[src/rtl/eth_hdr_serializer.sv]
// Ethernet header serializer: 14-byte header, then payload pass-through on 8-bit AXIS.
// Optional zero-padding to MIN_FRAME_LEN when ETH_HDR_PAD_EN is defined.
module eth_hdr_serializer #(
  parameter int MIN_FRAME_LEN = 60
) (
  input  logic        clk,
  input  logic        rst,
  input  logic        s_eth_hdr_valid,
  output logic        s_eth_hdr_ready,
  input  logic [47:0] s_eth_dest_mac,
  input  logic [47:0] s_eth_src_mac,
  input  logic [15:0] s_eth_type,
  input  logic [7:0]  s_eth_payload_axis_tdata,
  input  logic        s_eth_payload_axis_tvalid,
  output logic        s_eth_payload_axis_tready,
  input  logic        s_eth_payload_axis_tlast,
  input  logic        s_eth_payload_axis_tuser,
  output logic [7:0]  m_axis_tdata,
  output logic        m_axis_tvalid,
  input  logic        m_axis_tready,
  output logic        m_axis_tlast,
  output logic        m_axis_tuser,
  output logic        busy
);

  typedef enum logic [1:0] {
    S_IDLE,
    S_HEADER,
    S_PAYLOAD,
    S_PAD
  } state_t;

  if (MIN_FRAME_LEN < 15 || MIN_FRAME_LEN > 63) begin : g_bad_min
    $error("MIN_FRAME_LEN out of range 15..63");
  end

  state_t       state_q, state_d;
  logic [111:0] hdr_q, hdr_d;
  logic [3:0]   byte_idx_q, byte_idx_d;
  logic [5:0]   frame_cnt_q, frame_cnt_d;
  logic [5:0]   cnt_inc;
  logic [3:0]   sel;

`ifdef ETH_HDR_PAD_EN
  localparam logic [5:0] MinLen = 6'(MIN_FRAME_LEN);
  logic tuser_sv_q, tuser_sv_d;
`endif

  always_ff @(posedge clk or posedge rst) begin
    if (rst) begin
      state_q     <= S_IDLE;
      hdr_q       <= '0;
      byte_idx_q  <= '0;
      frame_cnt_q <= '0;
`ifdef ETH_HDR_PAD_EN
      tuser_sv_q  <= 1'b0;
`endif
    end else begin
      state_q     <= state_d;
      hdr_q       <= hdr_d;
      byte_idx_q  <= byte_idx_d;
      frame_cnt_q <= frame_cnt_d;
`ifdef ETH_HDR_PAD_EN
      tuser_sv_q  <= tuser_sv_d;
`endif
    end
  end

  // Byte 0 of the header is the MSB of the destination MAC
  assign sel     = 4'd13 - byte_idx_q;
  assign cnt_inc = (frame_cnt_q == 6'h3f) ? frame_cnt_q : frame_cnt_q + 6'd1;
  assign busy    = (state_q != S_IDLE);

  always_comb begin
    state_d                   = state_q;
    hdr_d                     = hdr_q;
    byte_idx_d                = byte_idx_q;
    frame_cnt_d               = frame_cnt_q;
`ifdef ETH_HDR_PAD_EN
    tuser_sv_d                = tuser_sv_q;
`endif
    s_eth_hdr_ready           = 1'b0;
    s_eth_payload_axis_tready = 1'b0;
    m_axis_tdata              = 8'h00;
    m_axis_tvalid             = 1'b0;
    m_axis_tlast              = 1'b0;
    m_axis_tuser              = 1'b0;
    unique case (state_q)
      S_IDLE: begin
        s_eth_hdr_ready = ~rst;
        if (s_eth_hdr_valid) begin
          hdr_d       = {s_eth_dest_mac, s_eth_src_mac, s_eth_type};
          byte_idx_d  = 4'd0;
          frame_cnt_d = 6'd0;
          state_d     = S_HEADER;
        end
      end
      S_HEADER: begin
        m_axis_tvalid = 1'b1;
        m_axis_tdata  = hdr_q[{sel, 3'b000} +: 8];
        if (m_axis_tready) begin
          byte_idx_d  = byte_idx_q + 4'd1;
          frame_cnt_d = cnt_inc;
          if (byte_idx_q == 4'd13) begin
            state_d = S_PAYLOAD;
          end
        end
      end
      S_PAYLOAD: begin
        m_axis_tdata              = s_eth_payload_axis_tdata;
        m_axis_tvalid             = s_eth_payload_axis_tvalid;
        m_axis_tlast              = s_eth_payload_axis_tlast;
        m_axis_tuser              = s_eth_payload_axis_tuser;
        s_eth_payload_axis_tready = m_axis_tready;
        if (s_eth_payload_axis_tvalid && m_axis_tready) begin
          frame_cnt_d = cnt_inc;
          if (s_eth_payload_axis_tlast) begin
`ifdef ETH_HDR_PAD_EN
            if (cnt_inc < MinLen) begin
              m_axis_tlast = 1'b0;
              m_axis_tuser = 1'b0;
              tuser_sv_d   = s_eth_payload_axis_tuser;
              state_d      = S_PAD;
            end else begin
              state_d = S_IDLE;
            end
`else
            state_d = S_IDLE;
`endif
          end
        end
      end
`ifdef ETH_HDR_PAD_EN
      S_PAD: begin
        m_axis_tvalid = 1'b1;
        m_axis_tlast  = (cnt_inc >= MinLen);
        m_axis_tuser  = (cnt_inc >= MinLen) & tuser_sv_q;
        if (m_axis_tready) begin
          frame_cnt_d = cnt_inc;
          if (cnt_inc >= MinLen) begin
            state_d = S_IDLE;
          end
        end
      end
`endif
      default: state_d = S_IDLE;
    endcase
  end

endmodule

[config.mk]
export PLATFORM = sky130hd
export DESIGN_NAME = eth_hdr_serializer
export DESIGN_NICKNAME = d
export VERILOG_FILES = /design/src/rtl/eth_hdr_serializer.sv
export SDC_FILE = /design/constraint.sdc
export NUM_CORES = 1
export LEC_CHECK = 0
export BUFFER_PORTS_ARGS = -buffer_cell sky130_fd_sc_hd__clkbuf_2
export CORE_MARGIN = 8
export CORE_UTILIZATION = 40
export DETAILED_ROUTE_END_ITERATION = 12
export GPL_TIMING_DRIVEN = 0
export SLEW_MARGIN = 40
export SYNTH_ARGS = -nofsm -noshare
export SYNTH_HDL_FRONTEND = slang
export SYNTH_SLANG_ARGS = --single-unit
[constraint.sdc]
create_clock -name clk -period 5.2 [get_ports clk]
set_input_delay 0.78 -clock clk [delete_from_list [all_inputs] [get_ports clk]]
set_output_delay 0.78 -clock clk [all_outputs]
set_load 0.03 [all_outputs]
==> results.yml, run 1 <==
run_status:
  outcome: "complete, no violations"
setup_path:
  slowest_stage: "mux4_1"
  max_stage_delay_ns: 0.57
  worstPathArrival_ns: 3.24
  worst-path-buf-inv: 4
  critical_path.top_delay_family: "multiplexers"
  crit_type: "flip-flop to output pin"
  cp.required_ns: 4.42
  start_kind: "flip-flop"
  endpoint_kind: "output pin"
  critical_path.cell_chain: "inv_2 -> ha_1 -> buf_6 -> buf_12 -> mux4_1 -> mux2_2 -> o221ai_1 -> nand2_1 -> clkbuf_2"
  path_max_fanout: 10
power_and_ir_drop:
  seq_power_share_pct: 35.4
  combPwrFrac_pct: 40.7
  p_switching_mw: 1.487
  powerDensity_nw_per_um2: 633.4
  internal_power_mw: 3.088
  switching_share_pct: 32.50
  peakVddDrop_mv: 0.2860
  leakagePower_nw: 3.478
  clockPowerShare_pct: 24.0
route:
  drt-initial-drc-count: 149
  antenna_left: 0
  wl_per_cell_um: 19.81
  post-route-drc-count: 0
  wl_um: 14880
  viasPerCell: 5.108
  first_pass_iters: 5
  vias: 3836
timing:
  rsz0062_at_grt: "no"
  setup_viol: 0
  holdWs_ns: 0.3504
  max-slew-margin-rel_pct: 55.70
  max_freq_mhz: 248.6
  tightest_slew_ns: 0.6645
  skew_ns: 0.006134
  fin_crit_ns: 4.023
  finalHoldViolations: 0
  timing.final.max_slew_violations: 0
  finalCritPeriodShare_pct: 77.36
  fin_ws_ns: 1.177
placement:
  place_area_um2: 6664
  gp_congestion: 0.7762
  pre_cts_ws_ns: 1.606
  port_buffers: 139
  place_hpwl_um: 11330
clock_network:
  post-cts-setup-buffers: 0
  post_cts_resized: 0
  cts-root-buf: "clkbuf_16"
  cts.hold.buffers_added: 0
  cts.clk_slew.worst_paths_ns: 0.05
  tritoncts: "done"
  cts.sinks: 118
  htreeDepth: 4
  clk_latency_ns: 0.41
  numCtsBuffers: 17
  cts_buffer_depth: 2
floorplanning:
  ioPinCount: 141
  fp.dieW_um: 135.5
  start_util_pct: 40.96
  fp-row-count: 43
  chipHeight_um: 135.5
  dieArea_um2: 18350
  fp.coreArea_um2: 13930
synth:
  postSynthCellCount: 401
  ys_seq_area_share_pct: 51.73
  netlist_area_um2: 5708
  synth_nets: 536
  yosysWarnings: 0
  synth_cell_types: 35
  synth_ff_type: "dfrtp_1"
  synth.avg_cell_area_um2: 14.23
  synth_async_sr_flop_share_pct: 100.0
  synth_edf_count: 0
  ys_ff_latch: 118
final_layout:
  area_delta_synth_final_pct: 26.55
  n_fill_cell: 1196
  fin_util_pct: 51.84
  antenna_cells: 0
  drive_gt1_share_pct: 55.87
  final_nets: 695
  final_cell_area_um2: 7223
min_path:
  min_path_type: "input pin to async pin"
grt:
  grt_pass1_wl_um: 23070
  first_global_vias: 4348
  gr-total-overflow: 0
  grt_util_all_layers_pct: 16.89
  grt_max_degree: 81
  antenna_found_initial: 0
job:
  cap_violations: 0
[Yosys cell counts, types with 2 or more instances]
cell	count	area (um^2)
a21o_1	2	15.01
mux2i_1	25	250.2
buf_2	11	55.05
inv_1	5	18.77
clkbuf_1	6	22.52
nor3_1	3	15.01
a22o_1	2	17.52
o22ai_1	8	50.05
mux4_2	6	135.1
a21oi_1	3	15.01
nand2_1	20	75.07
mux2_2	121	1363
mux4_1	10	262.8
nand2b_1	3	18.77
dfrtp_1	118	2953
o221ai_1	8	70.07
nor2b_1	2	12.51
ha_1	8	100.1
buf_6	3	33.78
nor2_1	2	7.510
and2_1	5	31.28
a31oi_1	2	12.51
clkbuf_4	3	22.52
o21ai_0	12	60.06
nand3_1	3	15.01
[power groups by stage]
stage          sequential [mW]  clock, mW  combinational [mW]
2_1_floorplan             1.54          0                1.44
3_3_place_gp              1.60          0                1.84
3_5_place_dp              1.63          0                1.89
4_1_cts                   1.62       1.13                1.90
5_1_grt                   1.68       1.17                2.01
6_report                  1.62       1.10                1.86
[final timing paths]
| check | from | to | slack (ns) | depth (start not counted) |
|---|---|---|---|---|
| max | byte_idx_q[1] | m_axis_tdata[3] | 1.18 | 9 |
| max reg2reg | state_q[0] | hdr_q[6] | 3.07 | 6 |
| min in group clk | hdr_q[29] | hdr_q[29] | 0.50 | 1 |
| min | rst | byte_idx_q[1] | 0.35 | 2 |
| min reg2reg | hdr_q[29] | hdr_q[29] | 0.50 | 1 |
| max in group asynchronous | rst | hdr_q[49] | 4.17 | 3 |
[metal layers]
layer  global-route usage [%]  part of all wire, %
met5                        0                    0
met4                    6.107                  1.1
met3                    6.083                  7.9
met2                    27.62                   48
met1                    20.08                   43
[final cells by class]
type                    instances  area (um^2)  area share [%]
multi-input cells             250         2562           35.48
plain buffers                  27        170.2           2.356
repair buffers                140        723.2           10.01
flip-flops and latches        118         2953           40.88
well taps                     180        225.2           3.118
clock inverters                 8        75.07           1.039
clock buffers                  22        484.2           6.704
inverters                       6        30.03          0.4157
[cells by family (layout without fill, tap and decap cells)]
family	count (synthesis)	count (layout)	synth area share [%]
adder cells (fa/ha/maj)	8	8	1.754
AND/OR/NAND/NOR	41	41	3.398
XOR/XNOR	1	1	0.1535
flip-flops	118	118	51.73
buffers and inverters	33	203	3.375
multiplexers	162	162	35.23
AO/OA/AOI/OAI	38	38	4.362
[metrics by stage]
| stage | instances | TNS (ns) | power, mW |
|---|---|---|---|
| 6_report | 751 | 0 | 4.575 |
| 5_1_grt | 751 | 0 | 4.852 |
| 4_1_cts | 751 | 0 | 4.640 |
| 3_5_place_dp | 721 | 0 | 3.517 |
| 3_3_place_gp | 720 | -11.18 | 3.444 |
| 2_1_floorplan | 401 | 0 | 2.987 |
[registers in the layout, summed over array words and instances, names as in the netlist]
signal,flops
byte_idx_q,4
hdr_q,112
state_q,2
[cell usage in the layout (no fill, tap or decap), drive strengths merged, types with 2 or more instances in the layout]
cell,count
a21o,2
a21oi,3
a22o,2
a31oi,2
and2,5
buf,18
clkbuf,171
clkinv,6
dfrtp,118
ha,8
inv,6
mux2,121
mux2i,25
mux4,16
nand2,20
nand2b,3
nand3,3
nor2,2
nor2b,2
nor3,3
o21ai,12
o221ai,8
o22ai,8
[worst register-to-register path, cell delays in order (launching register included)]
cell,delay [ns]
dfrtp_1,0.36
inv_1,0.09
ha_1,0.26
nand2_1,0.16
clkbuf_1,0.37
buf_2,0.38
mux2_2,0.38
Note: power is estimated with default switching activity, not from simulation.
==> inputs of run 2 (changes only) <==
Settings changed: ABC_AREA set to 1.
Clock period 5.2 ns to 3.9 ns, I/O delays scaled along.
==> run 2 against run 1 <==
Against the previous run: wire length is 21% higher; register-to-register slack worse by 1.1 ns; largest power group unchanged; sequential cell count stayed put; first-iteration DRC count is 130% higher; highest routed layer unchanged; design area is 4.2% higher; synthesized cell count is 100% higher; count of clock-buffer cells in the layout is 2 higher; core utilization is 0.071 points lower.
==> results.yml, run 2 <==
route:
  vias: 5596
  post-route-drc-count: 0
  viasPerCell: 4.771
  antenna_left: 0
  wl_um: 18040
  first_pass_iters: 4
  drt-initial-drc-count: 337
  wl_per_cell_um: 15.38
setup_path:
  critical_path.cell_chain: "buf_4 -> inv_2 -> buf_2 -> ha_1 -> buf_4 -> inv_2 -> buf_2 -> nand3_1 -> nand3_1 -> nand3_1 -> a21oi_1 -> clkbuf_2"
  path_max_fanout: 10
  cpMostUsedCell: "nand3_1"
  r2r_slack_ns: 1.97
  r2r_cells: 8
  endpoint_kind: "output pin"
  max_stage_delay_ns: 0.43
  worstPathArrival_ns: 3.03
  crit_type: "flip-flop to output pin"
  regToRegEndpoint: "hdr_q[70]"
  r2r-start: "state_q[1]"
  cp.required_ns: 3.31
  slowest_stage: "dfrtp_1"
  start_kind: "flip-flop"
synth:
  synth_edf_count: 0
  synth_top_area_share_pct: 49.52
  synth_common_cells: "404 x nand2_1, 118 x dfrtp_1, 94 x nand3_1"
  synth.avg_cell_area_um2: 7.308
  synth_area_leaders: "dfrtp_1 50%, nand2_1 25%, nand3_1 7.9%, o21ai_0 4.3%, inv_1 4.3%"
  yosysTopAreaCell: "dfrtp_1"
  ys_seq_area_share_pct: 49.52
  netlist_area_um2: 5963
  synth_ff_type: "dfrtp_1"
  synth_nets: 951
  synthMostInstantiatedCell: "nand2_1"
  yosysWarnings: 0
  synth_async_sr_flop_share_pct: 100.0
  postSynthCellCount: 816
  synth_cell_types: 21
  ys_ff_latch: 118
final_layout:
  largest_reg_flops: 112
  drive_gt1_share_pct: 20.93
  n_fill_cell: 1531
  final_cell_mix: "404 x nand2_1, 140 x clkbuf_2, 118 x dfrtp_1"
  area_delta_synth_final_pct: 26.16
  fin_util_pct: 51.76
  top_register: "hdr_q"
  multi_input_comb_area_um2: 2464
  final_common_cell: "nand2_1"
  regArea_um2: 2953
  final_nets: 1111
  antenna_cells: 0
  largestRegisters: "hdr_q: 112 flops, byte_idx_q: 4 flops, state_q: 2 flops"
grt:
  grt_util_all_layers_pct: 19.38
  first_global_vias: 5738
  antenna_found_initial: 0
  grt_max_degree: 69
  grt_pass1_wl_um: 29880
  use_met3_pct: 4.760
  met2_usage_pct: 30.51
  grt.busiest_layer: "met2"
  gr-total-overflow: 0
  use_met1_pct: 25.34
timing:
  fin_crit_ns: 3.613
  rsz0062_at_grt: "no"
  finalCritPeriodShare_pct: 92.63
  fin_tns_setup_ns: 0
  finalHoldViolations: 0
  timing.final.max_slew_violations: 0
  max_freq_mhz: 276.8
  skew_ns: 0.007604
  tightest_slew_ns: 0.4683
  setup_viol: 0
  max-slew-margin-rel_pct: 68.78
clock_network:
  cts.clk_slew.worst_paths_ns: 0.05
  htreeDepth: 4
  cts.hold.buffers_added: 0
  cts_buffer_depth: 2
  clk_latency_ns: 0.42
  post_cts_resized: 0
  numCtsBuffers: 17
  tritoncts: "done"
  cts.sinks: 118
  post-cts-setup-buffers: 0
  cts-root-buf: "clkbuf_16"
min_path:
  min_path_type: "input pin to async pin"
run_status:
  outcome: "complete, no violations"
floorplanning:
  dieArea_um2: 19070
  fp.coreArea_um2: 14530
  start_util_pct: 41.03
  chipHeight_um: 138.1
  fp.dieW_um: 138.1
  fp-row-count: 44
  ioPinCount: 141
job:
  cap_violations: 0
placement:
  port_buffers: 140
  place_hpwl_um: 13520
  gp_congestion: 0.8539
power_and_ir_drop:
  leakagePower_nw: 4.157
  peakVddDrop_mv: 0.4796
  powerDensity_nw_per_um2: 888.5
==> run 2: changes by cell type after synthesis, moves of 5 or more <==
| cell | change |
|---|---|
| inv_1 | +63 |
| mux2_2 | -121 |
| and2_1 | -5 |
| a21oi_1 | +9 |
| mux2i_1 | -25 |
| clkbuf_1 | +8 |
| o21ai_0 | +39 |
| mux4_1 | -10 |
| nand2_1 | +384 |
| buf_2 | +11 |
| nand3_1 | +91 |
| o22ai_1 | -8 |
| mux4_2 | -6 |
| o221ai_1 | -8 |
==> run 2: stage by stage <==
step	instance area, um^2	hold slack, ns	cells	power [mW]	setup slack (ns)
2_1_floorplan	5963	0.4487	816	4.179	0.1859
3_3_place_gp	6894	0.4622	1140	5.052	-1.328
3_5_place_dp	6929	0.4653	1141	5.091	0.7283
4_1_cts	7523	0.1905	1173	6.703	0.2760
5_1_grt	7523	0.2059	1173	7.216	0.1042
6_report	7523	0.1767	1173	6.685	0.2873
==> run 2: cells by family (layout without fill, tap and decap cells) <==
kind of cell,Yosys count,after routing,share of synthesized area [%]
and+or+nand+nor,506,506,34.07
buffers and inverters,120,293,9.169
DFF,118,118,49.52
AOI/OAI and AO/OA,63,63,5.287
adders and majority gates,8,8,1.679
xor gates and xnor gates,1,1,0.2728
==> run 2: worst max-delay path, delay by kind of cell (launching register included) <==
kind	cells	cell delay (ns)
DFF	1	0.43
buffers and inverters	7	1.43
and+or+nand+nor	3	0.36
adders and majority gates	1	0.26
AOI/OAI and AO/OA	1	0.14
==> run 2: worst max path at each step <==
stage | startpoint | cells after the start | slack, ns | to
finish | byte_idx_q[1] | 12 | 0.29 | m_axis_tdata[3]
global route | byte_idx_q[1] | 12 | 0.10 | m_axis_tdata[3]
CTS | byte_idx_q[1] | 12 | 0.28 | m_axis_tdata[5]
detailed placement | byte_idx_q[1] | 12 | 0.73 | m_axis_tdata[5]
global placement | rst | 2 | -1.33 | hdr_q[11]
floorplan | rst | 1 | 0.19 | byte_idx_q[0]
==> run 2: final cells by class <==
class,count,share of cell area [%]
Buffer,46,3.559
Clock buffer,24,6.270
Clock inverter,8,1.630
Inverter,74,3.808
Multi-Input combinational cell,578,32.75
Sequential cell,118,39.25
Tap cell,184,3.060
Timing Repair Buffer,141,9.679
==> run 2: metal layers <==
metal	routed length, um	up-vias
met3	823	29
met5	0	-
met4	344	0
met2	8417	139
met1	8452	2588
li1	-	2840
==> run 2: power by group <==
part / leakage, nW / total, mW / internal (mW) / switching [mW]
registers: 1.46 / 2.08 / 1.81 / 0.273
clock network: 0.280 / 1.58 / 1.03 / 0.550
logic: 2.41 / 3.02 / 1.01 / 2.01
total: 4.16 / 6.68 / 3.85 / 2.83
